$ cat config.mk
export PLATFORM = sky130hd
export DESIGN_NAME = hazard_ctrl_mc_flat
export DESIGN_NICKNAME = d
export VERILOG_FILES = /design/src/rtl/hazard_pkg.sv /design/src/rtl/hazard_ctrl_mc_if.sv /design/src/rtl/sat_counter.sv /design/src/rtl/hazard_ctrl_mc.sv /design/src/flat_wrapper.sv
export SDC_FILE = /design/constraint.sdc
export NUM_CORES = 1
export LEC_CHECK = 0
export BUFFER_PORTS_ARGS = -buffer_cell sky130_fd_sc_hd__buf_4
export CAP_MARGIN = 30
export CORE_MARGIN = 5
export CORE_UTILIZATION = 50
export DETAILED_ROUTE_END_ITERATION = 10
export HOLD_SLACK_MARGIN = 0.15
export PLACE_DENSITY = 0.77
export SETUP_SLACK_MARGIN = 0.4
export SLEW_MARGIN = 20
export SYNTH_ARGS = -nofsm -noshare
export SYNTH_HDL_FRONTEND = slang
export SYNTH_SLANG_ARGS = --single-unit
export TNS_END_PERCENT = 1
$ cat constraint.sdc
create_clock -name CpuClk -period 3.5 [get_ports CpuClk]
set_input_delay 0 -clock CpuClk [delete_from_list [all_inputs] [get_ports CpuClk]]
set_output_delay 0 -clock CpuClk [all_outputs]
set_load 0.05 [all_outputs]
$ cat src/rtl/hazard_pkg.sv
// Shared encodings for the multi-cycle hazard controller:
// FSM states, forward selects and the state-priority helper.
package hazard_pkg;

    typedef enum logic [1:0] {
        RUN    = 2'd0,
        DMISS  = 2'd1,
        IMISS  = 2'd2,
        MDWAIT = 2'd3
    } hz_state_e;

    localparam logic [1:0] FWD_RF = 2'b00;
    localparam logic [1:0] FWD_M  = 2'b10;
    localparam logic [1:0] FWD_W  = 2'b01;

    // D-miss outranks mul/div, which outranks I-miss
    function automatic hz_state_e pick_state(
        input logic dmiss,
        input logic md,
        input logic imiss
    );
        if (dmiss) begin
            return DMISS;
        end else if (md) begin
            return MDWAIT;
        end else if (imiss) begin
            return IMISS;
        end
        return RUN;
    endfunction

endpackage

$ cat src/rtl/hazard_ctrl_mc_if.sv
// Hazard-unit bundle: pipeline status in, stage-register controls,
// forward selects and performance counters out.
interface hazard_ctrl_mc_if #(
    parameter int REG_AW = 5,
    parameter int PERF_W = 32
);
    logic              ICacheMiss;
    logic              DCacheMiss;
    logic              MdBusyE;
    logic              BranchE;
    logic              JalrE;
    logic              JalD;
    logic [REG_AW-1:0] Rs1D;
    logic [REG_AW-1:0] Rs2D;
    logic [REG_AW-1:0] Rs1E;
    logic [REG_AW-1:0] Rs2E;
    logic [REG_AW-1:0] RdE;
    logic [REG_AW-1:0] RdM;
    logic [REG_AW-1:0] RdW;
    logic [1:0]        RegReadE;
    logic              MemToRegE;
    logic              RegWriteM;
    logic              RegWriteW;
    logic              PerfClr;

    logic              StallF;
    logic              StallD;
    logic              StallE;
    logic              StallM;
    logic              StallW;
    logic              FlushF;
    logic              FlushD;
    logic              FlushE;
    logic              FlushM;
    logic              FlushW;
    logic [1:0]        Forward1E;
    logic [1:0]        Forward2E;
    logic [1:0]        State;
    logic [PERF_W-1:0] StallCnt;
    logic [PERF_W-1:0] FlushCnt;
    logic [PERF_W-1:0] LoadUseCnt;

    modport master (
        output ICacheMiss, DCacheMiss, MdBusyE,
        output BranchE, JalrE, JalD,
        output Rs1D, Rs2D, Rs1E, Rs2E, RdE, RdM, RdW,
        output RegReadE, MemToRegE, RegWriteM, RegWriteW,
        output PerfClr,
        input  StallF, StallD, StallE, StallM, StallW,
        input  FlushF, FlushD, FlushE, FlushM, FlushW,
        input  Forward1E, Forward2E, State,
        input  StallCnt, FlushCnt, LoadUseCnt
    );

    modport slave (
        input  ICacheMiss, DCacheMiss, MdBusyE,
        input  BranchE, JalrE, JalD,
        input  Rs1D, Rs2D, Rs1E, Rs2E, RdE, RdM, RdW,
        input  RegReadE, MemToRegE, RegWriteM, RegWriteW,
        input  PerfClr,
        output StallF, StallD, StallE, StallM, StallW,
        output FlushF, FlushD, FlushE, FlushM, FlushW,
        output Forward1E, Forward2E, State,
        output StallCnt, FlushCnt, LoadUseCnt
    );

endinterface

$ cat src/rtl/sat_counter.sv
// Event counter that sticks at all-ones; clear wins over increment.
module sat_counter #(
    parameter int W = 32
) (
    input  logic         clk_i,
    input  logic         rst_i,
    input  logic         inc_i,
    input  logic         clr_i,
    output logic [W-1:0] cnt_o
);

    localparam logic [W-1:0] ONE = {{(W-1){1'b0}}, 1'b1};

    logic [W-1:0] cnt_q;
    logic [W-1:0] cnt_d;

    always_comb begin
        cnt_d = cnt_q;
        if (clr_i) begin
            cnt_d = '0;
        end else if (inc_i && (cnt_q != '1)) begin
            cnt_d = cnt_q + ONE;
        end
    end

    always_ff @(posedge clk_i) begin
        if (rst_i) begin
            cnt_q <= '0;
        end else begin
            cnt_q <= cnt_d;
        end
    end

    assign cnt_o = cnt_q;

endmodule

$ cat src/rtl/hazard_ctrl_mc.sv
// Multi-cycle hazard controller: stall/flush/forward for the 5-stage
// pipe, cache-miss and mul/div sequencing, wrong-path kill, counters.
module hazard_ctrl_mc
    import hazard_pkg::*;
#(
    parameter int REG_AW = 5,
    parameter int PERF_W = 32
) (
    input  logic           CpuClk,
    input  logic           CpuRst,
    hazard_ctrl_mc_if.slave hz
);

    localparam logic [REG_AW-1:0] X0 = '0;

    hz_state_e state_q;
    hz_state_e state_d;
    hz_state_e cause_st;
    logic      kill_q;
    logic      kill_d;
    logic      kill_set;
    logic      kill_fire;
    logic      redirect;
    logic      lu_hit;
    logic      lu_take;
    logic [4:0] stall;
    logic [4:0] flush;

    function automatic logic [1:0] fwd_sel(
        input logic              wr_m,
        input logic [REG_AW-1:0] rd_m,
        input logic              wr_w,
        input logic [REG_AW-1:0] rd_w,
        input logic [REG_AW-1:0] rs,
        input logic              used
    );
        if (used && wr_m && (rd_m != X0) && (rd_m == rs)) begin
            return FWD_M;
        end else if (used && wr_w && (rd_w != X0) && (rd_w == rs)) begin
            return FWD_W;
        end
        return FWD_RF;
    endfunction

    assign redirect = hz.BranchE | hz.JalrE | hz.JalD;
    assign lu_hit = hz.MemToRegE && (hz.RdE != X0) &&
                    ((hz.RdE == hz.Rs1D) || (hz.RdE == hz.Rs2D));

    // a stalled branch in DMISS/MDWAIT cannot redirect, so no kill there
    assign kill_set = redirect && hz.ICacheMiss &&
                      ((state_q == RUN) || (state_q == IMISS));
    assign kill_fire = kill_q && !hz.ICacheMiss;

    assign cause_st = pick_state(hz.DCacheMiss, hz.MdBusyE, hz.ICacheMiss);

    always_comb begin
        state_d = state_q;
        unique case (state_q)
            RUN:    state_d = cause_st;
            DMISS:  if (!hz.DCacheMiss) state_d = cause_st;
            IMISS:  if (!hz.ICacheMiss) state_d = cause_st;
            MDWAIT: if (!hz.MdBusyE)    state_d = cause_st;
        endcase
        if (CpuRst) begin
            state_d = RUN;
        end
    end

    always_comb begin
        kill_d = kill_q;
        if (kill_set) begin
            kill_d = 1'b1;
        end else if (kill_fire) begin
            kill_d = 1'b0;
        end
        if (CpuRst) begin
            kill_d = 1'b0;
        end
    end

    always_ff @(posedge CpuClk) begin
        if (CpuRst) begin
            state_q <= RUN;
            kill_q  <= 1'b0;
        end else begin
            state_q <= state_d;
            kill_q  <= kill_d;
        end
    end

    // bit order {F,D,E,M,W}
    always_comb begin
        stall   = 5'b00000;
        flush   = 5'b00000;
        lu_take = 1'b0;
        if (CpuRst) begin
            flush = 5'b11111;
        end else if (hz.DCacheMiss) begin
            stall = 5'b11110;
            flush = 5'b00001;
        end else if (hz.MdBusyE) begin
            stall = 5'b11100;
            flush = 5'b00010;
        end else if (lu_hit) begin
            stall   = 5'b11000;
            flush   = 5'b00100;
            lu_take = 1'b1;
        end else if (hz.BranchE || hz.JalrE) begin
            flush = 5'b01100;
        end else if (hz.JalD) begin
            flush = 5'b01000;
        end else if (hz.ICacheMiss) begin
            stall = 5'b10000;
            flush = 5'b01000;
        end
        if (kill_fire) begin
            flush[3] = 1'b1;
        end
    end

    assign hz.StallF = stall[4];
    assign hz.StallD = stall[3];
    assign hz.StallE = stall[2];
    assign hz.StallM = stall[1];
    assign hz.StallW = stall[0];
    assign hz.FlushF = flush[4];
    assign hz.FlushD = flush[3];
    assign hz.FlushE = flush[2];
    assign hz.FlushM = flush[1];
    assign hz.FlushW = flush[0];

    assign hz.Forward1E = fwd_sel(hz.RegWriteM, hz.RdM, hz.RegWriteW,
                                  hz.RdW, hz.Rs1E, hz.RegReadE[1]);
    assign hz.Forward2E = fwd_sel(hz.RegWriteM, hz.RdM, hz.RegWriteW,
                                  hz.RdW, hz.Rs2E, hz.RegReadE[0]);

    assign hz.State = state_q;

    sat_counter #(.W(PERF_W)) u_stall_cnt (
        .clk_i (CpuClk),
        .rst_i (CpuRst),
        .inc_i (stall[4]),
        .clr_i (hz.PerfClr),
        .cnt_o (hz.StallCnt)
    );

    sat_counter #(.W(PERF_W)) u_flush_cnt (
        .clk_i (CpuClk),
        .rst_i (CpuRst),
        .inc_i (flush[3] | flush[2]),
        .clr_i (hz.PerfClr),
        .cnt_o (hz.FlushCnt)
    );

    sat_counter #(.W(PERF_W)) u_lu_cnt (
        .clk_i (CpuClk),
        .rst_i (CpuRst),
        .inc_i (lu_take),
        .clr_i (hz.PerfClr),
        .cnt_o (hz.LoadUseCnt)
    );

endmodule

$ cat src/flat_wrapper.sv
// flat-port wrapper written by rule: the top's interface ports become plain ports
module hazard_ctrl_mc_flat import hazard_pkg::*;
#(
    parameter int REG_AW = 5,
    parameter int PERF_W = 32
)
  (CpuClk, CpuRst, hz_ICacheMiss, hz_DCacheMiss, hz_MdBusyE, hz_BranchE, hz_JalrE, hz_JalD, hz_Rs1D, hz_Rs2D, hz_Rs1E, hz_Rs2E, hz_RdE, hz_RdM, hz_RdW, hz_RegReadE, hz_MemToRegE, hz_RegWriteM, hz_RegWriteW, hz_PerfClr, hz_StallF, hz_StallD, hz_StallE, hz_StallM, hz_StallW, hz_FlushF, hz_FlushD, hz_FlushE, hz_FlushM, hz_FlushW, hz_Forward1E, hz_Forward2E, hz_State, hz_StallCnt, hz_FlushCnt, hz_LoadUseCnt);
  hazard_ctrl_mc_if #(.REG_AW(REG_AW), .PERF_W(PERF_W)) hz_i ();
  input  logic CpuClk;
  input  logic CpuRst;
  input wire logic [$bits(hz_i.ICacheMiss)-1:0] hz_ICacheMiss;
  input wire logic [$bits(hz_i.DCacheMiss)-1:0] hz_DCacheMiss;
  input wire logic [$bits(hz_i.MdBusyE)-1:0] hz_MdBusyE;
  input wire logic [$bits(hz_i.BranchE)-1:0] hz_BranchE;
  input wire logic [$bits(hz_i.JalrE)-1:0] hz_JalrE;
  input wire logic [$bits(hz_i.JalD)-1:0] hz_JalD;
  input wire logic [$bits(hz_i.Rs1D)-1:0] hz_Rs1D;
  input wire logic [$bits(hz_i.Rs2D)-1:0] hz_Rs2D;
  input wire logic [$bits(hz_i.Rs1E)-1:0] hz_Rs1E;
  input wire logic [$bits(hz_i.Rs2E)-1:0] hz_Rs2E;
  input wire logic [$bits(hz_i.RdE)-1:0] hz_RdE;
  input wire logic [$bits(hz_i.RdM)-1:0] hz_RdM;
  input wire logic [$bits(hz_i.RdW)-1:0] hz_RdW;
  input wire logic [$bits(hz_i.RegReadE)-1:0] hz_RegReadE;
  input wire logic [$bits(hz_i.MemToRegE)-1:0] hz_MemToRegE;
  input wire logic [$bits(hz_i.RegWriteM)-1:0] hz_RegWriteM;
  input wire logic [$bits(hz_i.RegWriteW)-1:0] hz_RegWriteW;
  input wire logic [$bits(hz_i.PerfClr)-1:0] hz_PerfClr;
  output wire logic [$bits(hz_i.StallF)-1:0] hz_StallF;
  output wire logic [$bits(hz_i.StallD)-1:0] hz_StallD;
  output wire logic [$bits(hz_i.StallE)-1:0] hz_StallE;
  output wire logic [$bits(hz_i.StallM)-1:0] hz_StallM;
  output wire logic [$bits(hz_i.StallW)-1:0] hz_StallW;
  output wire logic [$bits(hz_i.FlushF)-1:0] hz_FlushF;
  output wire logic [$bits(hz_i.FlushD)-1:0] hz_FlushD;
  output wire logic [$bits(hz_i.FlushE)-1:0] hz_FlushE;
  output wire logic [$bits(hz_i.FlushM)-1:0] hz_FlushM;
  output wire logic [$bits(hz_i.FlushW)-1:0] hz_FlushW;
  output wire logic [$bits(hz_i.Forward1E)-1:0] hz_Forward1E;
  output wire logic [$bits(hz_i.Forward2E)-1:0] hz_Forward2E;
  output wire logic [$bits(hz_i.State)-1:0] hz_State;
  output wire logic [$bits(hz_i.StallCnt)-1:0] hz_StallCnt;
  output wire logic [$bits(hz_i.FlushCnt)-1:0] hz_FlushCnt;
  output wire logic [$bits(hz_i.LoadUseCnt)-1:0] hz_LoadUseCnt;
  assign hz_i.ICacheMiss = hz_ICacheMiss;
  assign hz_i.DCacheMiss = hz_DCacheMiss;
  assign hz_i.MdBusyE = hz_MdBusyE;
  assign hz_i.BranchE = hz_BranchE;
  assign hz_i.JalrE = hz_JalrE;
  assign hz_i.JalD = hz_JalD;
  assign hz_i.Rs1D = hz_Rs1D;
  assign hz_i.Rs2D = hz_Rs2D;
  assign hz_i.Rs1E = hz_Rs1E;
  assign hz_i.Rs2E = hz_Rs2E;
  assign hz_i.RdE = hz_RdE;
  assign hz_i.RdM = hz_RdM;
  assign hz_i.RdW = hz_RdW;
  assign hz_i.RegReadE = hz_RegReadE;
  assign hz_i.MemToRegE = hz_MemToRegE;
  assign hz_i.RegWriteM = hz_RegWriteM;
  assign hz_i.RegWriteW = hz_RegWriteW;
  assign hz_i.PerfClr = hz_PerfClr;
  assign hz_StallF = hz_i.StallF;
  assign hz_StallD = hz_i.StallD;
  assign hz_StallE = hz_i.StallE;
  assign hz_StallM = hz_i.StallM;
  assign hz_StallW = hz_i.StallW;
  assign hz_FlushF = hz_i.FlushF;
  assign hz_FlushD = hz_i.FlushD;
  assign hz_FlushE = hz_i.FlushE;
  assign hz_FlushM = hz_i.FlushM;
  assign hz_FlushW = hz_i.FlushW;
  assign hz_Forward1E = hz_i.Forward1E;
  assign hz_Forward2E = hz_i.Forward2E;
  assign hz_State = hz_i.State;
  assign hz_StallCnt = hz_i.StallCnt;
  assign hz_FlushCnt = hz_i.FlushCnt;
  assign hz_LoadUseCnt = hz_i.LoadUseCnt;
  hazard_ctrl_mc #(.REG_AW(REG_AW), .PERF_W(PERF_W)) u_core (.CpuClk(CpuClk), .CpuRst(CpuRst), .hz(hz_i));
endmodule
==> flow_metrics.env, run 1 <==
export IMPL_maxSlewViolCount=0
export IMPL_antenna_cells=0
export IMPL_place_inst=958
export IMPL_coreArea_um2=10700
export IMPL_p_leak_nw=2.58
export IMPL_start_util_pct=50.4
export IMPL_setup_tns_ns=0
export IMPL_start_kind="input pin"
export IMPL_hold_violations=0
export IMPL_grt_pass1_wl_um=24700
export IMPL_fin_nets=888
export IMPL_syn_num_nets=730
export IMPL_post_synth_cell_area_avg_um2=7.96
export IMPL_die_h_um=114
export IMPL_dr_pass1_iters=6
export IMPL_worstPathRequired_ns=3.77
export IMPL_synth_compound_area_share_pct=9.67
export IMPL_synth_top_family_by_area="simple AND/OR/NAND/NOR gates"
export IMPL_fmax_ghz=0.396
export IMPL_fp_dieArea_um2=13000
export IMPL_drc=0
export IMPL_ys_ff_latch=99
export IMPL_clk_pin_slew_ns=0.09
export IMPL_ys_top_cells_by_area="dfxtp_1 (37%), xnor2_1 (12%), nor2_1 (6.3%), nor3_1 (4.2%), nand3_1 (3.9%)"
export IMPL_regArea_um2=1980
export IMPL_finalClockSkew_ns=0.00891
export IMPL_wl_um=15300
export IMPL_synthMuxAreaShare_pct=0.580
export IMPL_synth_cell_types=59
export IMPL_outcome="complete, no violations"
export IMPL_gr_total_overflow=0
export IMPL_ios=161
export IMPL_powerDensity_nw_per_um2=325
export IMPL_post_route_min_period_ns=2.52
export IMPL_worst_setup_path_end_kind="register"
export IMPL_antenna_left=0
export IMPL_worst_slew_margin_rel_pct=39.4
export IMPL_multi_input_area_um2=3240
export IMPL_reg2reg_depth=7
export IMPL_async_flop_share_pct=0
export IMPL_synth_xor_area_share_pct=14.8
export IMPL_htreeDepth=3
export IMPL_max_cap_violations=0
export IMPL_grt_max_degree=46
export IMPL_synth_simple_area_share_pct=34.2
export IMPL_cts_made_buffers=9
export IMPL_worstHoldPathCells=4
export IMPL_synth_top_cell_by_area="dfxtp_1"
export IMPL_cts_sinks=99
export IMPL_cts_tree="built"
export IMPL_ys_seq_area_share_pct=36.7
export IMPL_synth_commonest_cells="dfxtp_1 (99), nor2_1 (90), xnor2_1 (74)"
export IMPL_vias_per_cell=5.60
export IMPL_yosysMostFrequentCell="dfxtp_1"
export IMPL_wl_per_cell_um=15.6
export IMPL_grt_setup_unrepaired="false"
export IMPL_cts_root_buffer="clkbuf_8"
export IMPL_setup_viol=0
export IMPL_synthToLayoutAreaGrowth_pct=29.9
export IMPL_reg2reg_slack_ns=1.04
export IMPL_vias=5496
export IMPL_hold_path_class="input pin to register"
export IMPL_drive_above_1_share_pct=23.9
export IMPL_stdcell_count=981
export IMPL_post_cts_buffers=0
export IMPL_rows=38
export IMPL_synth_edf_count=0
export IMPL_crit_path_max_fanout=10
export IMPL_grt_use_total_pct=23.1
export IMPL_gp_congestion=0.904
export IMPL_max_vdd_ir_drop_uv=234
export IMPL_grt_pass1_vias=5220
export IMPL_synth_fa_ha_area_share_pct=0.696
export IMPL_yosys_warnings=0
export IMPL_netlist_area_um2=5400
export IMPL_synth_top_area_share_pct=36.7
export IMPL_port_buffers=159
export IMPL_synth_main_ff_cell="dfxtp_1"
export IMPL_crit_arrival_ns=2.79
export IMPL_drtIter0Drc=318
export IMPL_worst_slew_pin_slew_ns=0.909
export IMPL_syn_inst=678
export IMPL_critical_path_class="input pin to register"
export IMPL_clk_path_buf_depth=2
export IMPL_antenna_found_initial=0
export IMPL_post_dp_hpwl_um=11500
export IMPL_fillers=942
export IMPL_post_route_period_util_pct=72.1
export IMPL_clock_latency_ns=0.38
export IMPL_die_x_um=114
## state kept, by name, indices dropped and copies added, names as in the netlist
| name | flops |
|---|---|
| u_core.u_flush_cnt.cnt_o | 32 |
| u_core.u_lu_cnt.cnt_o | 32 |
| u_core.u_stall_cnt.cnt_o | 32 |
| u_core.hz.State | 2 |
| u_core.kill_q | 1 |
## final cells by class
class                      instances  area share [%]
sequential                        99            28.3
timing repair buffer             173            18.8
inverter                          16           0.857
multi-input combinational        537            46.2
clock buffer                      11            2.02
clock inverter                     5            1.43
tap                              140            2.50
## through the flow
step | instance area (µm²) | power, mW | hold slack, ns | util (%) | worst slack [ns]
5_1_grt | 7010 | 2.35 | 0.216 | 65.5 | 0.706
4_1_cts | 7010 | 2.29 | 0.154 | 65.5 | 1.01
3_3_place_gp | 6700 | 1.39 | 0.287 | 62.6 | 1.18
2_1_floorplan | 5400 | 1.30 | 0.165 | - | 0.873
3_5_place_dp | 6700 | 1.40 | 0.291 | 62.6 | 1.09
6_report | 7010 | 2.28 | 0.161 | 65.5 | 0.977
## layer usage
metal	global-route usage, %	wire length (µm)	vias up
met4	8.23	248	0
met2	39.8	7470	153
li1	-	-	2712
met5	0	0	-
met3	4.30	1100	23
met1	29.0	6500	2608
## final timing paths
kind | from | endpoint
worst min-delay path | hz_MdBusyE | u_core.u_lu_cnt.cnt_o[1]$_SDFFE_PP0P_
worst max-delay path | hz_DCacheMiss | u_core.u_stall_cnt.cnt_o[1]$_SDFFE_PP0P_
worst min register to register | u_core.u_flush_cnt.cnt_o[16]$_SDFFE_PP0P_ | u_core.u_flush_cnt.cnt_o[16]$_SDFFE_PP0P_
worst max register to register | u_core.u_lu_cnt.cnt_o[20]$_SDFFE_PP0P_ | u_core.u_lu_cnt.cnt_o[11]$_SDFFE_PP0P_
## timing repair
action	in CTS	in global routing
hold buffers	7	0
endpoints found under the hold margin	8	0
gates resized for setup	0	0
## worst max-delay path, cell delays in order
cell and delay [ns]:
dlygate4sd3_1 0.54, buf_4 0.16, nor2_1 0.42, a21boi_0 0.31, inv_1 0.07, o21ai_1 0.58, inv_2 0.15, nand2b_1 0.28
mux2i_1 0.22, nor2_1 0.05
## cell families after synthesis
logic type | count (synthesis)
AND/OR/NAND/NOR | 353
flip-flops | 99
XOR/XNOR | 91
AO/OA/AOI/OAI | 86
buffers and inverters | 42
adder cells (fa/ha/maj) | 3
multiplexers | 3
other | 1
## power by group
part	total [mW]	internal [mW]	switching, mW	leakage [nW]
registers	1.14	1.13	0.00538	0.798
clock network	0.894	0.492	0.401	0.123
logic	0.247	0.0986	0.148	1.66
## cell usage in the layout, fill, tap and decap left out, drive strengths merged, types with 4 or more instances in the layout
cell and count:
and4 11, a31o 4, and2 10, or3 25
nand2 51, or4 9, and3 15, dlygate4sd3 7
or2 5, a21oi 31, inv 16, nor2 90
nor3b 4, nor4 11, nand3 42, xnor2 74
xor2 17, dfxtp 99, o21ai 29, nor3 46
buf 166, nand4 28, clkbuf 11
Power figures use the tool's default switching activity.
==> run 2: changes to the inputs <==
--- a/config.mk
+++ b/config.mk
@@ -8,10 +8,10 @@
 export BUFFER_PORTS_ARGS = -buffer_cell sky130_fd_sc_hd__buf_4
 export CAP_MARGIN = 30
 export CORE_MARGIN = 5
-export CORE_UTILIZATION = 50
+export CORE_UTILIZATION = 47
 export DETAILED_ROUTE_END_ITERATION = 10
 export HOLD_SLACK_MARGIN = 0.15
-export PLACE_DENSITY = 0.77
+export PLACE_DENSITY = 0.76
 export SETUP_SLACK_MARGIN = 0.4
 export SLEW_MARGIN = 20
 export SYNTH_ARGS = -nofsm -noshare
==> constraint.sdc (replaced) <==
create_clock -name CpuClk -period 2.3 [get_ports CpuClk]
set_input_delay 0 -clock CpuClk [delete_from_list [all_inputs] [get_ports CpuClk]]
set_output_delay 0 -clock CpuClk [all_outputs]
set_load 0.05 [all_outputs]
==> run 2 against run 1 <==
Clock power up 77%. Utilization up 1.7 points. Final area up 8.5%. Register-to-register slack worse by 0.92 ns. Worst hold slack better by 0.088 ns. Routed wire length up 8.8%. Setup slack worse by 0.86 ns. Combinational power up 62%. Highest routed layer unchanged. Die area up 5.8%. Sequential share of layout area about the same. Power up 61%. Sequential cell count unchanged.
==> flow_metrics.env, run 2 (synthesis gave the netlist of run 1 again) <==
export IMPL_outcome="complete, no violations"
export IMPL_path_cells="ha_2, and2_4, a41o_1, or4_4, or3_1, a21oi_2"
export IMPL_drive_above_1_share_pct=37.2
export IMPL_cts_made_buffers=9
export IMPL_worstHoldPathCells=4
export IMPL_final_common_cell="buf_4"
export IMPL_crit_path_top_delay_cell="or4_4"
export IMPL_worstPathRequired_ns=2.58
export IMPL_hp_start="CpuRst"
export IMPL_coreArea_um2=11300
export IMPL_p_leak_nw=2.83
export IMPL_grt_max_degree=36
export IMPL_die_h_um=117
export IMPL_vias_per_cell=5.62
export IMPL_reg2reg_slack_ns=0.12
export IMPL_wl_um=16700
export IMPL_worst_setup_path_end_kind="register"
export IMPL_multi_input_area_um2=3370
export IMPL_clock_latency_ns=0.35
export IMPL_regArea_um2=2150
export IMPL_cpPeakStageDelay_ns=0.60
export IMPL_gr_total_overflow=0
export IMPL_drc=0
export IMPL_clk_pin_slew_ns=0.07
export IMPL_powerDensity_nw_per_um2=482
export IMPL_r2r_start="u_core.u_lu_cnt.cnt_o[0]$_SDFFE_PP0P_"
export IMPL_dr_pass1_iters=6
export IMPL_ios=161
export IMPL_gp_congestion=0.898
export IMPL_r2r_end="u_core.u_lu_cnt.cnt_o[24]$_SDFFE_PP0P_"
export IMPL_cts_root_buffer="clkbuf_16"
export IMPL_worst_slew_pin_slew_ns=0.584
export IMPL_grt_setup_unrepaired="true"
export IMPL_grt_use_total_pct=23.5
export IMPL_max_vdd_ir_drop_uv=312
export IMPL_grt_pass1_wl_um=25800
export IMPL_clk_path_buf_depth=2
export IMPL_wl_per_cell_um=16.4
export IMPL_setup_tns_ns=0
export IMPL_start_util_pct=47.7
export IMPL_path_delay_family="simple AND/OR/NAND/NOR gates"
export IMPL_fin_nets=918
export IMPL_postPlaceCellArea_um2=7050
export IMPL_finalClockSkew_ns=0.00632
export IMPL_htreeDepth=3
export IMPL_post_route_period_util_pct=94.8
export IMPL_setup_viol=0
export IMPL_die_x_um=117
export IMPL_final_cell_mix="buf_4 (193), nor2_1 (89), xnor2_1 (74), nand2_1 (50), dfxtp_2 (44)"
export IMPL_rows=39
export IMPL_crit_path_max_fanout=5
export IMPL_worst_slew_margin_rel_pct=61.1
export IMPL_hold_path_class="input pin to register"
export IMPL_design_area_um2=7610
export IMPL_cp_num_buf_inv=0
export IMPL_post_dp_hpwl_um=12300
export IMPL_crit_arrival_ns=2.46
export IMPL_post_route_min_period_ns=2.18
export IMPL_synthToLayoutAreaGrowth_pct=41.0
export IMPL_fp_dieArea_um2=13700
export IMPL_cts_tree="built"
export IMPL_fmax_ghz=0.459
export IMPL_hold_end="u_core.u_flush_cnt.cnt_o[23]$_SDFFE_PP0P_"
export IMPL_maxSlewViolCount=0
export IMPL_start_kind="register"
export IMPL_hold_violations=0
export IMPL_drtIter0Drc=449
export IMPL_port_buffers=159
export IMPL_max_cap_violations=0
export IMPL_critical_path_class="register to register"
export IMPL_antenna_found_initial=0
export IMPL_antenna_cells=0
export IMPL_reg2reg_depth=6
export IMPL_fillers=928
export IMPL_grt_pass1_vias=5439
export IMPL_cts_sinks=99
export IMPL_antenna_left=0
export IMPL_vias=5702
[run 2: cell count changes in the layout (fill, tap and decap cells not counted), sizes merged]
cell and change:
bufinv -3, buf +27, dlygate4sd3 +1, nand4 +1
clkbuf +3, or4 +1
[run 2: cell type report]
class	count	area share, %
well taps	143	2.35
multi-input cells	539	44.3
inverters	16	0.789
repair buffers	201	20.1
flip-flops and latches	99	28.3
clock inverters	2	0.181
clock buffers	14	4.03
[run 2: power breakdown]
group / internal [mW] / switching, mW
Sequential: 1.68 / 0.00789
Clock: 0.926 / 0.652
Combinational: 0.162 / 0.238
[run 2: stage by stage]
stage	util [%]	setup slack, ns	cells	power (mW)	hold WS [ns]
6_report	67.2	0.120	1014	3.67	0.249
5_1_grt	67.2	0.0864	1014	3.80	0.300
4_1_cts	66.1	0.197	1004	3.70	0.236
3_5_place_dp	62.3	0.0987	980	2.11	0.310
3_3_place_gp	62.3	0.219	980	2.10	0.303
2_1_floorplan	-	0.200	678	1.94	0.165
[run 2: repair_timing]
item	4_1_cts	5_1_grt
hold buffers	8	0
gates resized for setup	5	14
endpoints found under the setup margin	62	91
pin swaps	0	7
cloned	0	2
hold endpoints to repair	5	0
setup buffers	0	8
[run 2: metal layers]
metal / global-route usage [%] / share of wire (%) / vias up
li1: - / - / 2781
met1: 29.9 / 42 / 2680
met2: 39.1 / 49 / 206
met3: 4.42 / 7.3 / 35
met4: 9.79 / 2.5 / 0
met5: 0 / 0 / -
[run 2: worst max path at each step]
stage,depth (start not counted),startpoint,end
final,6,u_core.u_lu_cnt.cnt_o[0]$_SDFFE_PP0P_,u_core.u_lu_cnt.cnt_o[24]$_SDFFE_PP0P_
after global routing,6,u_core.u_lu_cnt.cnt_o[0]$_SDFFE_PP0P_,u_core.u_lu_cnt.cnt_o[24]$_SDFFE_PP0P_
after CTS,6,u_core.u_lu_cnt.cnt_o[0]$_SDFFE_PP0P_,u_core.u_lu_cnt.cnt_o[22]$_SDFFE_PP0P_
after detailed placement,9,hz_RdE[2],u_core.u_flush_cnt.cnt_o[16]$_SDFFE_PP0P_
after global placement,7,u_core.u_lu_cnt.cnt_o[21]$_SDFFE_PP0P_,u_core.u_lu_cnt.cnt_o[21]$_SDFFE_PP0P_
after floorplan,7,u_core.u_lu_cnt.cnt_o[11]$_SDFFE_PP0P_,u_core.u_lu_cnt.cnt_o[24]$_SDFFE_PP0P_
[run 2: tightest hold or removal path, cell delays in order]
cell     delay [ns]
buf_4          0.20
nor2_1         0.18
nand2_1        0.10
mux2i_1        0.06
